===== src/rtl/regfile_pkg.sv =====
// Shared defaults and helpers for the 2-read/1-write register file.
package regfile_pkg;

    localparam int DEF_WIDTH    = 32;
    localparam int DEF_DEPTH    = 16;
    localparam bit DEF_ZERO_REG = 1'b1;

    // Address width for a given depth; never narrower than one bit.
    function automatic int addr_w(input int depth);
        return (depth > 1) ? $clog2(depth) : 1;
    endfunction

    typedef logic [DEF_WIDTH-1:0] word_t;

endpackage


===== src/rtl/regfile_2r1w_mux_n1.sv =====
// Combinational N:1 word selector; selects beyond N-1 yield zero.
module mux_n1
    import regfile_pkg::*;
#(
    parameter int WIDTH = DEF_WIDTH,
    parameter int N     = DEF_DEPTH,
    parameter int SEL_W = addr_w(N)
) (
    input  logic [WIDTH-1:0] data [N],
    input  logic [SEL_W-1:0] sel,
    output logic [WIDTH-1:0] out
);

    // Compare-and-select avoids indexing past N when N is not a power of two.
    always_comb begin
        out = '0;
        for (int i = 0; i < N; i++) begin
            if (sel == SEL_W'(i)) begin
                out = data[i];
            end
        end
    end

endmodule


===== src/rtl/regfile_2r1w.sv =====
// Register file with two registered read ports, one write port,
// write-to-read bypass and an optional hardwired-zero register 0.
module regfile_2r1w
    import regfile_pkg::*;
#(
    parameter int WIDTH    = DEF_WIDTH,
    parameter int DEPTH    = DEF_DEPTH,
    parameter bit ZERO_REG = DEF_ZERO_REG,
    localparam int ADDR_W  = addr_w(DEPTH)
) (
    input  logic              clk,
    input  logic              rst,
    input  logic              we,
    input  logic [ADDR_W-1:0] waddr,
    input  logic [WIDTH-1:0]  wdata,
    input  logic              rd_req,
    input  logic [ADDR_W-1:0] ra1,
    input  logic [ADDR_W-1:0] ra2,
    output logic [WIDTH-1:0]  rd1,
    output logic [WIDTH-1:0]  rd2,
    output logic              rd_valid
);

    localparam logic [ADDR_W:0] DEPTH_X = (ADDR_W + 1)'(DEPTH);

    logic [WIDTH-1:0] mem [DEPTH];
    logic             wr_ok;

    assign wr_ok = we && ({1'b0, waddr} < DEPTH_X) && !(ZERO_REG && (waddr == '0));

    for (genvar p = 0; p < 2; p++) begin : g_port
        logic [ADDR_W-1:0] addr;
        logic [WIDTH-1:0]  mux_out;
        logic [WIDTH-1:0]  val;

        assign addr = (p == 0) ? ra1 : ra2;

        mux_n1 #(
            .WIDTH (WIDTH),
            .N     (DEPTH),
            .SEL_W (ADDR_W)
        ) u_mux (
            .data (mem),
            .sel  (addr),
            .out  (mux_out)
        );

        // wr_ok already excludes out-of-range and zero-register writes.
        always_comb begin
            val = mux_out;
            if (wr_ok && (waddr == addr)) begin
                val = wdata;
            end
            if (ZERO_REG && (addr == '0)) begin
                val = '0;
            end
        end
    end

    // Read handshake: rd_req sampled at edge N makes rd_valid=1 and rd1/rd2
    // carry that request's data after edge N; with rd_req=0 the data holds
    // and rd_valid drops. There is no back-pressure.
    always_ff @(posedge clk) begin
        if (rst) begin
            for (int i = 0; i < DEPTH; i++) begin
                mem[i] <= '0;
            end
            rd1      <= '0;
            rd2      <= '0;
            rd_valid <= 1'b0;
        end else begin
            for (int i = 0; i < DEPTH; i++) begin
                if (wr_ok && (waddr == ADDR_W'(i))) begin
                    mem[i] <= wdata;
                end
            end
            rd_valid <= rd_req;
            if (rd_req) begin
                rd1 <= g_port[0].val;
                rd2 <= g_port[1].val;
            end
        end
    end

endmodule

===== config.mk =====
export PLATFORM = sky130hd
export DESIGN_NAME = regfile_2r1w
export DESIGN_NICKNAME = d
export VERILOG_FILES = /design/src/rtl/regfile_pkg.sv /design/src/rtl/regfile_2r1w_mux_n1.sv /design/src/rtl/regfile_2r1w.sv
export SDC_FILE = /design/constraint.sdc
export NUM_CORES = 2
export LEC_CHECK = 0
export ABC_AREA = 0
export ABC_CLOCK_PERIOD_IN_PS = 2400
export BUFFER_PORTS_ARGS = -buffer_cell sky130_fd_sc_hd__buf_2
export CAP_MARGIN = 40
export CORE_ASPECT_RATIO = 0.8
export CORE_UTILIZATION = 42
export DETAILED_ROUTE_END_ITERATION = 6
export HOLD_SLACK_MARGIN = 0.08
export PLACE_DENSITY = 0.54
export SLEW_MARGIN = 20
export SYNTH_ARGS = -nofsm -noshare
export SYNTH_HDL_FRONTEND = slang
export SYNTH_HIERARCHICAL = 1
export SYNTH_SLANG_ARGS = --single-unit

===== constraint.sdc =====
create_clock -name clk -period 2.4 [get_ports clk]
set_input_delay 0.48 -clock clk [delete_from_list [all_inputs] [get_ports clk]]
set_output_delay 0.48 -clock clk [all_outputs]
set_load 0.05 [all_outputs]

==> summary.md <==
| Metric | Value |
|---|---|
| Status | complete, no violations |
| RSZ-0062 raised after global routing | false |
| Area delta synth->final | 18.2% |
| Vias post-DR | 32700 |
| Worst hold path cell count | 3 |
| CP max FO | 2 |
| Initial core utilization | between 40% and 50% |
| Top cell family by delay on the critical path | flip-flops |
| PostCTS Resize Cnt | 0 |
| Reg2reg setup slack | 530 ps |
| CP Buf/Inv Count | 1 |
| CTS root buffer | clkbuf_16 |
| Slew headroom | between 30% and 40% |
| Port Buf Inserts | 112 |
| Leakage power | roughly 12 nW |
| TNS Setup | 0 ps |
| Worst r2r src | mem[502]$_SDFFE_PP0P_ |
| Vias in the first global route | around 30000 |
| Worst Hold Class | in -> reg |
| Fin area | about 37000 µm² |
| Gr usage total | slightly below 40% |
| Final core utilization | between 50% and 60% |
| Synth Flop Type | dfxtp_1 |
| CTS sink cnt | approximately 580 |
| Hold endpoint | mem[95]$_SDFFE_PP0P_ |
| Drt first pass iters | 7 |
| Worst setup path startpoint | rd2[9]$_SDFFE_PP0P_ |
| Final Hold Fails | 0 |
| Worst Skew | just over 20 ps |
| Via-to-Cell Ratio | about 6.3 |
| Grt total ovfl | 0 |
| Worst Reg-to-Reg Cells | 6 |
| Antenna violations before repair | 8 |
| DP Wirelength | about 94000 µm |
| Residual DRC count | 0 |
| Clock slew at reported path FFs | around 70 ps |
| Startpoint Class | flip-flop |
| Cts hold-fix bufs | 0 |
| Crit path capture type | output pin |
| Fin. max-slew vios | 0 |
| Nets | around 4200 |
| Fin cells | ~5200 |
| Synthesized area | between 30000 and 40000 µm² |
| CTS buffer count | 59 |
| Req. time, crit path | ~1900 ps |
| PD cells | about 620 nW/µm² |
| H-tree levels | 2 |
| FP Rows | just under 90 |
| Total wire length | 149000 µm |
| I/O pins | 113 |
| Clock buffer depth | 3 |
| Crit path kind | reg -> out |
| Max-cap violations | 0 |
| Inst Count DP | just over 5000 |
| Post-synth cell types | 63 |
| Core footprint | between 70000 and 80000 µm² |
| Post-DR wirelength/cell | between 20 and 30 µm |
| Die height | 245 µm |
| Antenna-violating nets left | 0 |
| Global-route wire length before repair | approximately 210000 µm |
| Mapped Cells | between 4000 and 5000 |
| Pin count of the biggest net entering global routing | around 100 |
| Worst VDD drop | between 0.0006 and 0.0007 V |
| Clock Latency Late Sink | between 600 and 700 ps |
| Ys async rst share | 0% |
| Crit path arrival time | roughly 1600 ps |
| CTS tree | built |
| Syn. warnings | 6 |
| Initial drt markers | between 4000 and 5000 |
| Die Span X | a little over 300 µm |
| Placed instance area | 34700 µm² |
| Slowest cell on crit path | dfxtp_1 |
| CP max stage delay | 590 ps |
| Post-synth EDFFs | 0 |
| Final min period | roughly 2100 ps |
| RePlAce Congestion | approximately 0.93 |
| Die area | around 75000 µm² |
| Max Clock Freq | around 0.48 GHz |
| Share of cells above drive strength 1 | ~16% |
| Sequential area share after synthesis | 37.1% |
| Slew @ Worst Pin | 884 ps |
| Crit share post-route | between 80% and 90% |
| Syn nets | roughly 4100 |
| Post-CTS setup repair buffer count | 0 |
| Mean area per synthesized cell | between 7 and 8 µm² |
| FF+latch count, synth | between 500 and 600 |
| Reg-to-Reg End | rd2[22]$_SDFFE_PP0P_ |
| Final setup vio count | 0 |
| Crit path cell chain | buf_2 |
| Hold Crit Start | wdata[31] |
-- flip-flops by register name, indices dropped and copies added, names as in the netlist --
register / count
rd_valid: 1
rd1: 32
rd2: 32
mem: 512
-- through the flow --
stage | total power [mW] | hold slack (ps) | setup slack (ps)
floorplan | 11.7 | 440 | 450
global placement | 13.0 | 451 | -199
detailed placement | 13.1 | 456 | -193
CTS | 22.8 | 204 | 321
global route | 23.4 | 239 | 294
finish | 22.9 | 227 | 297
-- worst max-delay path by stage --
stage | slack (ps) | endpoint | cells past startpoint
5_1_grt | 290 | rd1[18]$_SDFFE_PP0P_ | 10
6_report | 300 | rd2[9] | 1
2_1_floorplan | 450 | rd2[26]$_SDFFE_PP0P_ | 9
4_1_cts | 320 | rd2[9] | 1
3_3_place_gp | -200 | rd1[18]$_SDFFE_PP0P_ | 10
3_5_place_dp | -190 | rd1[18]$_SDFFE_PP0P_ | 10
-- worst min-delay path: cells and delay by family --
family | cells | cell delay [ps]
buffers and inverters | 1 | 220
AND/OR/NAND/NOR | 1 | 100
AO/OA/AOI/OAI | 1 | 60
-- Yosys cell counts, types with 8 or more instances --
cell / n / area share (%)
a2111oi_0: 28 / 0.79
nand4_1: 80 / 1.6
mux2i_1: 122 / 3.9
inv_1: 93 / 1.1
buf_6: 27 / 0.98
a21o_1: 28 / 0.68
dfxtp_1: 577 / 37
a311o_1: 16 / 0.51
o2bb2ai_1: 46 / 1.3
nor2b_1: 70 / 1.4
o211ai_1: 70 / 1.7
xor2_1: 8 / 0.23
mux4_2: 46 / 3.3
a22oi_1: 14 / 0.34
a21oi_1: 624 / 10
mux2_2: 24 / 0.87
a211oi_1: 36 / 0.87
and2_0: 8 / 0.16
nand3_1: 39 / 0.63
o22ai_1: 38 / 0.76
a31oi_1: 20 / 0.40
nor2_1: 47 / 0.57
o31ai_1: 8 / 0.19
a221oi_1: 56 / 1.6
o221ai_1: 50 / 1.4
nand2b_1: 11 / 0.22
nand2_1: 1214 / 15
o21ai_0: 78 / 1.3
buf_2: 99 / 1.6
clkbuf_1: 269 / 3.2
a222oi_1: 8 / 0.26
nand3b_1: 104 / 2.5
or3b_2: 26 / 0.73
a311oi_1: 8 / 0.23
buf_4: 31 / 0.75
-- per-layer routing --
layer / GRT usage (%) / vias to the layer above / share of wire [%] / wire length [µm]
met5: 0 / - / 0.013 / 20
met1: 53.2 / 15800 / 41 / 61700
met2: 57.4 / 2016 / 42 / 63100
met3: 8.03 / 365 / 11 / 16700
met4: 18.4 / 4 / 4.9 / 7240
li1: - / 14500 / - / -
-- cell type report --
type	count	area, µm²
fillers	7045	35900
clock inverters	23	310
flip-flops and latches	577	11600
inverters	95	357
multi-input cells	2993	17300
repair buffers	435	4320
clock buffers	87	1720
well taps	945	1180
diodes	4	10.0
-- cell usage in the layout, fill, tap and decap left out, types with 10 or more instances in the layout --
cell	n
nand3_1	35
o22ai_1	38
a311o_1	16
buf_2	105
dfxtp_1	577
mux2i_1	122
a22oi_1	14
nor2b_1	66
a21oi_1	624
a31oi_1	20
a211oi_1	36
buf_12	103
nand4_1	80
nand2_1	1204
o211ai_1	70
o21ai_0	78
or3b_2	26
o221ai_1	50
buf_4	221
mux2_2	24
nand2_2	10
clkbuf_8	16
nand2b_1	11
a21o_1	28
nand3b_1	104
nor2_4	15
o2bb2ai_1	46
a2111oi_0	28
clkinv_2	12
inv_1	93
nor2_1	36
clkbuf_16	59
mux4_2	46
clkbuf_1	15
a221oi_1	56
-- cells by family (layout without fill, tap and decap cells) --
kind of cell	after synthesis	after routing	share of synthesized area (%)
and+or+nand+nor	1646	1646	23.8
other	0	4	0
DFF	577	577	37.1
AOI/OAI and AO/OA	1147	1147	22.9
xor gates and xnor gates	8	8	0.225
buffers and inverters	529	640	7.82
muxes	192	192	8.13
-- report_power, final --
group	total [mW]	switching (mW)	internal [mW]	leakage, nW
Sequential	9.86	0.141	9.72	4.66
Combinational	3.09	2.10	0.985	6.77
Clock	9.94	4.33	5.62	0.999
Total	22.9	6.57	16.3	12.4
No activity file was read; power rests on OpenSTA's default activity.
